$ cat config.mk
export PLATFORM = sky130hd
export DESIGN_NAME = ascii_glyph_render_flat
export DESIGN_NICKNAME = d
export VERILOG_FILES = /design/src/rtl/ascii_glyph_render_if.sv /design/src/rtl/ascii_glyph_render.sv /design/src/flat_wrapper.sv
export SDC_FILE = /design/constraint.sdc
export NUM_CORES = 1
export LEC_CHECK = 0
export ABC_CLOCK_PERIOD_IN_PS = 4650
export CORE_MARGIN = 3
export CORE_UTILIZATION = 35
export DETAILED_ROUTE_END_ITERATION = 6
export GPL_TIMING_DRIVEN = 0
export PLACE_DENSITY = 0.74
export SETUP_SLACK_MARGIN = 0.4
export SKIP_LAST_GASP = 1
export SLEW_MARGIN = 10
export SYNTH_ARGS = -nofsm -noshare
export SYNTH_HDL_FRONTEND = slang
export SYNTH_SLANG_ARGS = --single-unit
export TNS_END_PERCENT = 1
$ cat constraint.sdc
create_clock -name clk -period 4.65 [get_ports clk]
set_input_delay 0.93 -clock clk [delete_from_list [all_inputs] [get_ports clk]]
set_output_delay 0.93 -clock clk [all_outputs]
set_load 0.01 [all_outputs]
$ cat src/rtl/ascii_glyph_render_if.sv
// Handshake bundle between the density/edge stage, the glyph renderer and the pixel sink.
interface ascii_glyph_render_if #(
  parameter int unsigned TILE_WIDTH   = 8,
  parameter int unsigned TILE_HEIGHT  = 8,
  parameter int unsigned ASCII_LEVELS = 8,
  parameter int unsigned DATA_WIDTH   = 24
);
  logic [$clog2(ASCII_LEVELS)-1:0] ascii;
  logic                            edge_exists;
  logic                            ascii_ready;
  logic                            in_ready;
  logic [DATA_WIDTH-1:0]           pixel_data;
  logic                            pixel_valid;
  logic                            pixel_ready;
  logic [$clog2(TILE_WIDTH)-1:0]   px_x;
  logic [$clog2(TILE_HEIGHT)-1:0]  px_y;
  logic                            tile_last;
  logic                            overflow;

  modport master (
    output ascii, edge_exists, ascii_ready, pixel_ready,
    input  in_ready, pixel_data, pixel_valid, px_x, px_y, tile_last, overflow
  );

  modport slave (
    input  ascii, edge_exists, ascii_ready, pixel_ready,
    output in_ready, pixel_data, pixel_valid, px_x, px_y, tile_last, overflow
  );
endinterface

$ cat src/rtl/ascii_glyph_render.sv
// Expands one density level / edge flag per tile into a row-major stream of glyph pixels.
module ascii_glyph_render #(
  parameter int unsigned TILE_WIDTH   = 8,
  parameter int unsigned TILE_HEIGHT  = 8,
  parameter int unsigned ASCII_LEVELS = 8,
  parameter int unsigned COLORS       = 3,
  parameter int unsigned COLOR_DEPTH  = 8,
  parameter int unsigned DATA_WIDTH   = COLORS * COLOR_DEPTH,
  parameter logic [DATA_WIDTH-1:0] FG_COLOR   = 24'hFFFFFF,
  parameter logic [DATA_WIDTH-1:0] BG_COLOR   = 24'h000000,
  parameter logic [DATA_WIDTH-1:0] EDGE_COLOR = 24'h00FF00
) (
  input logic                 clk,
  input logic                 rst,
  ascii_glyph_render_if.slave bus
);
  localparam int unsigned XW = $clog2(TILE_WIDTH);
  localparam int unsigned YW = $clog2(TILE_HEIGHT);
  localparam int unsigned LW = $clog2(ASCII_LEVELS);
  localparam bit SinglePixel = (TILE_WIDTH * TILE_HEIGHT == 1);

  typedef enum logic [0:0] {StIdle, StEmit} state_e;

  state_e                state_q;
  logic [XW-1:0]         px_x_q, nx;
  logic [YW-1:0]         px_y_q, ny;
  logic                  tile_last_q, nlast;
  logic [DATA_WIDTH-1:0] pixel_data_q;
  logic                  overflow_q;
  logic [LW-1:0]         level_q, level_in;
  logic                  edge_q;
  logic                  pixel_valid, in_ready, fire, accept;

  // 32-bit sum so x+y never wraps before the diagonal / modulo test.
  function automatic logic [DATA_WIDTH-1:0] glyph(input logic [LW-1:0] lvl,
                                                  input logic          edge_f,
                                                  input logic [XW-1:0] x,
                                                  input logic [YW-1:0] y);
    logic [31:0] sum;
    sum = 32'(x) + 32'(y);
    if (edge_f) begin
      return (sum == 32'(TILE_WIDTH - 1)) ? EDGE_COLOR : BG_COLOR;
    end
    return ((sum % 32'(ASCII_LEVELS)) < 32'(lvl)) ? FG_COLOR : BG_COLOR;
  endfunction

  assign level_in = (32'(bus.ascii) >= 32'(ASCII_LEVELS)) ? LW'(ASCII_LEVELS - 1) : bus.ascii;

  assign pixel_valid = (state_q == StEmit);
  assign fire        = pixel_valid && bus.pixel_ready;
  assign in_ready    = (state_q == StIdle) || (tile_last_q && pixel_valid && bus.pixel_ready);
  assign accept      = bus.ascii_ready && in_ready;

  always_comb begin
    nx = px_x_q + XW'(1);
    ny = px_y_q;
    if (px_x_q == XW'(TILE_WIDTH - 1)) begin
      nx = '0;
      ny = px_y_q + YW'(1);
    end
    nlast = (nx == XW'(TILE_WIDTH - 1)) && (ny == YW'(TILE_HEIGHT - 1));
  end

  always_ff @(posedge clk) begin
    if (rst) begin
      state_q      <= StIdle;
      px_x_q       <= '0;
      px_y_q       <= '0;
      tile_last_q  <= 1'b0;
      pixel_data_q <= '0;
      overflow_q   <= 1'b0;
      level_q      <= '0;
      edge_q       <= 1'b0;
    end else begin
      if (bus.ascii_ready && !in_ready) begin
        overflow_q <= 1'b1;
      end
      if (accept) begin
        state_q      <= StEmit;
        level_q      <= level_in;
        edge_q       <= bus.edge_exists;
        px_x_q       <= '0;
        px_y_q       <= '0;
        tile_last_q  <= SinglePixel;
        pixel_data_q <= glyph(level_in, bus.edge_exists, XW'(0), YW'(0));
      end else if (fire) begin
        if (tile_last_q) begin
          state_q     <= StIdle;
          tile_last_q <= 1'b0;
          px_x_q      <= '0;
          px_y_q      <= '0;
        end else begin
          px_x_q       <= nx;
          px_y_q       <= ny;
          tile_last_q  <= nlast;
          pixel_data_q <= glyph(level_q, edge_q, nx, ny);
        end
      end
    end
  end

  assign bus.in_ready    = in_ready;
  assign bus.pixel_valid = pixel_valid;
  assign bus.pixel_data  = pixel_data_q;
  assign bus.px_x        = px_x_q;
  assign bus.px_y        = px_y_q;
  assign bus.tile_last   = tile_last_q;
  assign bus.overflow    = overflow_q;
endmodule

$ cat src/flat_wrapper.sv
// flat-port wrapper written by rule: the top's interface ports become plain ports
module ascii_glyph_render_flat 
#(
  parameter int unsigned TILE_WIDTH   = 8,
  parameter int unsigned TILE_HEIGHT  = 8,
  parameter int unsigned ASCII_LEVELS = 8,
  parameter int unsigned COLORS       = 3,
  parameter int unsigned COLOR_DEPTH  = 8,
  parameter int unsigned DATA_WIDTH   = COLORS * COLOR_DEPTH,
  parameter logic [DATA_WIDTH-1:0] FG_COLOR   = 24'hFFFFFF,
  parameter logic [DATA_WIDTH-1:0] BG_COLOR   = 24'h000000,
  parameter logic [DATA_WIDTH-1:0] EDGE_COLOR = 24'h00FF00
)
  (clk, rst, bus_ascii, bus_edge_exists, bus_ascii_ready, bus_pixel_ready, bus_in_ready, bus_pixel_data, bus_pixel_valid, bus_px_x, bus_px_y, bus_tile_last, bus_overflow);
  ascii_glyph_render_if #(.TILE_WIDTH(TILE_WIDTH), .TILE_HEIGHT(TILE_HEIGHT), .ASCII_LEVELS(ASCII_LEVELS), .DATA_WIDTH(DATA_WIDTH)) bus_i ();
  input logic clk;
  input logic rst;
  input wire logic [$bits(bus_i.ascii)-1:0] bus_ascii;
  input wire logic [$bits(bus_i.edge_exists)-1:0] bus_edge_exists;
  input wire logic [$bits(bus_i.ascii_ready)-1:0] bus_ascii_ready;
  input wire logic [$bits(bus_i.pixel_ready)-1:0] bus_pixel_ready;
  output wire logic [$bits(bus_i.in_ready)-1:0] bus_in_ready;
  output wire logic [$bits(bus_i.pixel_data)-1:0] bus_pixel_data;
  output wire logic [$bits(bus_i.pixel_valid)-1:0] bus_pixel_valid;
  output wire logic [$bits(bus_i.px_x)-1:0] bus_px_x;
  output wire logic [$bits(bus_i.px_y)-1:0] bus_px_y;
  output wire logic [$bits(bus_i.tile_last)-1:0] bus_tile_last;
  output wire logic [$bits(bus_i.overflow)-1:0] bus_overflow;
  assign bus_i.ascii = bus_ascii;
  assign bus_i.edge_exists = bus_edge_exists;
  assign bus_i.ascii_ready = bus_ascii_ready;
  assign bus_i.pixel_ready = bus_pixel_ready;
  assign bus_in_ready = bus_i.in_ready;
  assign bus_pixel_data = bus_i.pixel_data;
  assign bus_pixel_valid = bus_i.pixel_valid;
  assign bus_px_x = bus_i.px_x;
  assign bus_px_y = bus_i.px_y;
  assign bus_tile_last = bus_i.tile_last;
  assign bus_overflow = bus_i.overflow;
  ascii_glyph_render #(.TILE_WIDTH(TILE_WIDTH), .TILE_HEIGHT(TILE_HEIGHT), .ASCII_LEVELS(ASCII_LEVELS), .COLORS(COLORS), .COLOR_DEPTH(COLOR_DEPTH), .DATA_WIDTH(DATA_WIDTH), .FG_COLOR(FG_COLOR), .BG_COLOR(BG_COLOR), .EDGE_COLOR(EDGE_COLOR)) u_core (.clk(clk), .rst(rst), .bus(bus_i));
endmodule
==> flow_summary.ini, run 1 <==
[worst_hold_path]
hp-start = u_core.level_q[0]$_SDFFE_PP0P_
worstHoldEndpoint = u_core.level_q[0]$_SDFFE_PP0P_
min-delay-path-class = reg -> reg
min_delay_path_depth = 2

[setup_path]
cp_max_fo = 3
worstReg2RegStart = u_core.bus.px_x[0]$_SDFFE_PP0P_
rrSetupSlack_ns = 1.63
crit_path_top_delay_cell = clkdlybuf4s50_1
required_ns = 3.72
cpMostUsedCell = clkdlybuf4s50_1
r2r_cells = 10
crit_family = buffers and inverters
r2r-end = u_core.bus.pixel_data[15]$_SDFFE_PP0P_
end_kind = output port
cp.arrival_ns = 2.12
crit_chain = clkdlybuf4s50_1 > a21boi_2 > inv_2 > clkdlybuf4s50_1
max_stage_delay_ns = 0.53
startpoint_type = input port
critPathKind = in -> out
path_buf_inv = 3

[synth]
yosysSeqAreaShare_pct = 30.5
ys_ff_latch = 15
synthFlopType = dfxtp_1
synth_top_area_cell = dfxtp_1
ys_async_sr_fraction_pct = 0
synth_top_area_share_pct = 30.5
yosys-top-cells-area = dfxtp_1 (31%), buf_4 (17%), ha_1 (13%)
synthCells = 115
synth.avg_cell_area_um2 = 8.55
synth_edf_count = 0
syn_nets = 134
synth_most_common_cell = buf_4
yosys.cell_types.count = 29
synth_area_um2 = 983
yosys_warnings = 0
synth_common_cells = buf_4 (22), dfxtp_1 (15), nor2_1 (14)

[final_layout]
num-nets-final = 179
utilization_pct = 56.4
drive_above_1_share_pct = 19.5
n_antenna_cell = 0
area_growth_pct = 47.3
fillers = 253

[die]
die_y_um = 59.0
initial_utilization_pct = 38.3
placementRows = 18
die-area_um2 = 3480
coreArea_um2 = 2570
die_x_um = 59.0
ios = 42

[cts]
h-tree-depth = 1
cts_resized = 0
cts_tree = built
clk_latency_ns = 0.29
cts_made_buffers = 3
post-cts-setup-buffers = 0
cts_hold_buf = 0
cts_root_buf = clkbuf_4
cts_buffer_depth = 2
cts.sink_count = 15
clk_pin_slew_ns = 0.10

[timing]
timing.fmax_mhz = 328
hold_viol = 0
fin_skew_ns = 0.0101
fin_crit_ns = 3.05
fin_crit_sh_pct = 65.5
drv_slew = 0
setup-tns-final_ns = 0
max_slew_margin_pct = 65.8
setup_viol = 0
rsz0062_at_grt = no
tightest_slew_ns = 0.512

[power_and_ir_drop]
power.total_uw = 326
p_per_area_nw_per_um2 = 225
irDropWorstVdd_mv = 0.183
p_leak_nw = 0.649

[route]
detail_route.wl_per_cell_um = 11.6
routed_wl_um = 2190
drtAntennaViolNets = 0
drcViolationCount = 0
drtIter0Drc = 26
viasPerCell = 4.75
drtPass1Iterations = 4
dr_total_vias = 898

[placement]
dp_hpwl_um = 1750
port_buffers = 40
gp_congestion = 0.808

[global_routing]
busiest_layer = met2
grt-ovfl-total = 0
grt_pass1_wl_um = 3860
grt_max_degree = 18
met2_usage_pct = 25.2
grt_pass1_vias = 896
grtUsageMet3_pct = 3.05
antenna_found_initial = 0
grt_use_met1_pct = 16.9
grtUsageTotal_pct = 14.6

[outcome]
status = complete, no violations

[flow_run]
maxCapViolations = 0
==> worst reg2reg max path, cell delays in order (launching register included) <==
cell and delay (ns):
dfxtp_1 0.41, ha_1 0.20, ha_1 0.19, mux2_2 0.39
fa_1 0.48, xor2_1 0.17, ha_1 0.32, a211o_1 0.30
a31oi_1 0.14, o32ai_1 0.13, a211oi_2 0.19
==> layout make-up <==
cell class / instances / area (µm²) / share of cell area (%)
multi-input combinational: 71 / 484 / 33.4
tap: 30 / 37.5 / 2.59
clock inverter: 1 / 5.00 / 0.345
buffer: 24 / 180 / 12.4
sequential: 15 / 300 / 20.7
clock buffer: 3 / 22.5 / 1.55
inverter: 5 / 18.8 / 1.30
timing repair buffer: 40 / 400 / 27.6
==> kinds of logic after synthesis <==
kind of cell	Yosys count	share of synthesized area, %
fa+ha+maj	11	14.8
flops	15	30.5
simple gates	38	17.4
buf+inv	29	20.2
mux	1	1.14
compound gates	18	13.2
xor+xnor	3	2.67
==> cells in the final DEF, fill, tap and decap left out, drive strengths merged, types with 4 or more instances in the layout <==
cell,instances
nand2,12
a21oi,6
nor3,4
clkdlybuf4s50,40
clkbuf,4
a22oi,5
inv,5
nor2,14
ha,10
dfxtp,15
buf,23
==> metal layers <==
layer  part of all wire (%)  wire length, µm
met1                     42              925
met3                    7.4              161
met4                    2.0               43
met2                     48             1060
met5                      0                0
==> state kept, by name, indices dropped and copies added (netlist names) <==
| signal | count |
|---|---|
| u_core.bus.px_x | 3 |
| u_core.bus.tile_last | 1 |
| u_core.edge_q | 1 |
| u_core.bus.pixel_valid | 1 |
| u_core.level_q | 3 |
| u_core.bus.px_y | 3 |
| u_core.bus.overflow | 1 |
| u_core.bus.pixel_data | 2 |
==> how the worst max path moves through the flow <==
stage                                          startpoint                                endpoint  slack, ns  cells past startpoint
after detailed placement                  bus_pixel_ready                            bus_in_ready       1.61                      4
after floorplan           u_core.bus.px_x[0]$_SDFFE_PP0P_  u_core.bus.pixel_data[15]$_SDFFE_PP0P_       1.84                     10
after global routing      u_core.bus.px_x[1]$_SDFFE_PP0P_  u_core.bus.pixel_data[15]$_SDFFE_PP0P_       1.41                     10
after CTS                                 bus_pixel_ready                            bus_in_ready       1.60                      4
final                                     bus_pixel_ready                            bus_in_ready       1.60                      4
after global placement                    bus_pixel_ready                            bus_in_ready       1.62                      4
==> where the power goes <==
group          internal, mW  switching, mW  total [mW]
Clock                0.0320         0.0444      0.0764
Sequential            0.134        0.00734       0.141
Combinational        0.0696         0.0392       0.109
Total                 0.235         0.0909       0.326
==> per-stage QoR <==
step | instances | cell area [µm²] | hold WS, ns | setup slack [ns]
2_1_floorplan | 115 | 983 | 0.436 | 1.84
4_1_cts | 189 | 1450 | 0.465 | 1.60
6_report | 189 | 1450 | 0.462 | 1.60
3_3_place_gp | 185 | 1420 | 0.448 | 1.62
3_5_place_dp | 185 | 1420 | 0.452 | 1.61
5_1_grt | 189 | 1450 | 0.491 | 1.41
No activity file was read; power rests on OpenSTA's default activity.
==> inputs of run 2 (changes only) <==
--- a/config.mk
+++ b/config.mk
@@ -5,7 +5,7 @@
 export SDC_FILE = /design/constraint.sdc
 export NUM_CORES = 1
 export LEC_CHECK = 0
-export ABC_CLOCK_PERIOD_IN_PS = 4650
+export ABC_CLOCK_PERIOD_IN_PS = 2900
 export CORE_MARGIN = 3
 export CORE_UTILIZATION = 35
 export DETAILED_ROUTE_END_ITERATION = 6
==> constraint.sdc (replaced) <==
create_clock -name clk -period 2.9 [get_ports clk]
set_input_delay 0.58 -clock clk [delete_from_list [all_inputs] [get_ports clk]]
set_output_delay 0.58 -clock clk [all_outputs]
set_load 0.01 [all_outputs]
==> run 2 against run 1 <==
  * Worst setup slack worse by 1.4 ns
  * Wire length up 5.2%
  * Sequential power up 59%
  * Non-clock buffer count up 4
  * Register-to-register slack worse by 1.4 ns
  * Flip-flop and latch count unchanged
  * Utilization up 3.5 points
  * Clock power up 61%
  * Critical path type is now reg -> reg
==> flow_summary.ini, run 2 (synthesis gave the netlist of run 1 again) <==
[timing]
hold_viol = 0
fin_crit_sh_pct = 93.3
hold_ws_ns = 0.463
fin_skew_ns = 0.00823
timing.fmax_mhz = 370
setup_viol = 0
rsz0062_at_grt = yes
fin_crit_ns = 2.71
max_slew_margin_pct = 66.0
tightest_slew_ns = 0.508
drv_slew = 0
setup_slack_ns = 0.194
setup-tns-final_ns = 0

[route]
viasPerCell = 4.85
routed_wl_um = 2300
drtAntennaViolNets = 0
drtIter0Drc = 33
dr_total_vias = 937
detail_route.wl_per_cell_um = 11.9
drtPass1Iterations = 4
drcViolationCount = 0

[global_routing]
grtUsageTotal_pct = 15.4
grt_pass1_vias = 940
antenna_found_initial = 0
grt_pass1_wl_um = 4080
grt_max_degree = 18
grt-ovfl-total = 0

[worst_hold_path]
min-delay-path-class = reg -> reg
hp-start = u_core.level_q[0]$_SDFFE_PP0P_
worstHoldEndpoint = u_core.level_q[0]$_SDFFE_PP0P_
min_delay_path_depth = 2

[setup_path]
cp_max_fo = 2
worstReg2RegStart = u_core.bus.px_x[1]$_SDFFE_PP0P_
startpoint_type = register
end_kind = register
critPathKind = reg -> reg
rrSetupSlack_ns = 0.19
r2r-end = u_core.bus.pixel_data[15]$_SDFFE_PP0P_
r2r_cells = 10
cp.arrival_ns = 2.92
crit_start = u_core.bus.px_x[1]$_SDFFE_PP0P_
required_ns = 3.11

[die]
die_y_um = 59.0
die-area_um2 = 3480
die_x_um = 59.0
initial_utilization_pct = 38.3
ios = 42
placementRows = 18
coreArea_um2 = 2570

[cts]
cts_buffer_depth = 2
h-tree-depth = 1
cts_hold_buf = 0
cts_root_buf = clkbuf_4
clk_latency_ns = 0.29
cts.sink_count = 15
clk_pin_slew_ns = 0.09
cts_tree = built
cts_made_buffers = 3

[power_and_ir_drop]
p_per_area_nw_per_um2 = 342
netSwitchingFraction_pct = 27.8
power.total_uw = 526
p_comb_share_pct = 33.9
seqPwrFrac_pct = 42.7
p_sw_uw = 146
clockPowerShare_pct = 23.4
p_int_uw = 380
irDropWorstVdd_mv = 0.280
p_leak_nw = 0.660

[outcome]
status = complete, no violations

[final_layout]
final_common_cell = clkdlybuf4s50_1
drive_above_1_share_pct = 25.8
n_antenna_cell = 0
num-nets-final = 183
area_growth_pct = 56.5
final_cell_mix = clkdlybuf4s50_1 (40), buf_4 (26), nor2_1 (14), dfxtp_1 (13), nand2_1 (12)

[placement]
dpl_worst_slack_ns = 0.147
port_buffers = 40
gp_congestion = 0.728
dp_hpwl_um = 1860

[flow_run]
maxCapViolations = 0
## run 2: how the worst max path moves through the flow
stage                     slack [ns]                                endpoint
after floorplan                 0.28  u_core.bus.pixel_data[15]$_SDFFE_PP0P_
after global placement          0.22  u_core.bus.pixel_data[15]$_SDFFE_PP0P_
final                           0.19  u_core.bus.pixel_data[15]$_SDFFE_PP0P_
after detailed placement        0.15  u_core.bus.pixel_data[15]$_SDFFE_PP0P_
after global routing            0.07  u_core.bus.pixel_data[15]$_SDFFE_PP0P_
after CTS                       0.19  u_core.bus.pixel_data[15]$_SDFFE_PP0P_
## run 2: cell type report
class / instances / area, µm²
Clock buffer: 4 / 26.3
Fill cell: 240 / 1030
Tap cell: 30 / 37.5
Inverter: 5 / 18.8
Sequential cell: 15 / 308
Buffer: 24 / 180
Multi-Input combinational cell: 71 / 538
Timing Repair Buffer: 44 / 430
## run 2: power groups by stage
| stage | Sequential, mW | Combinational (mW) | Clock (mW) |
|---|---|---|---|
| floorplan | 0.231 | 0.0898 | 0 |
| global placement | 0.230 | 0.175 | 0 |
| detailed placement | 0.231 | 0.179 | 0 |
| CTS | 0.225 | 0.181 | 0.124 |
| global route | 0.227 | 0.194 | 0.139 |
| finish | 0.224 | 0.178 | 0.123 |
## run 2: routing by layer
layer,vias to the layer above,track usage (%),share of wire (%)
li1,466,-,-
met1,427,17.3,37
met2,37,27.4,53
met3,7,2.61,7.4
met4,0,8.41,2.3
met5,-,0,0
## run 2: worst max-delay path: stages, from the launching register on
cell,delay [ns]
dfxtp_4,0.36
ha_4,0.18
ha_4,0.16
mux2_4,0.31
fa_2,0.41
xor2_1,0.16
ha_1,0.31
a211o_1,0.26
a31oi_1,0.18
o32ai_2,0.12
a211oi_2,0.18
## run 2: metrics by stage
stage | std cells | utilization, % | area (µm²)
4_1_cts | 193 | 59.9 | 1540
2_1_floorplan | 115 | - | 1030
3_5_place_dp | 185 | 57.2 | 1470
3_3_place_gp | 185 | 57.2 | 1470
5_1_grt | 193 | 59.9 | 1540
6_report | 193 | 59.9 | 1540
## run 2: timing repair
item                                    4_1_cts  5_1_grt
endpoints found under the hold margin         0        0
buffers inserted                              4        0
gates resized for setup                       3        0
pin swaps                                     4        0
endpoints found under the setup margin        2        2
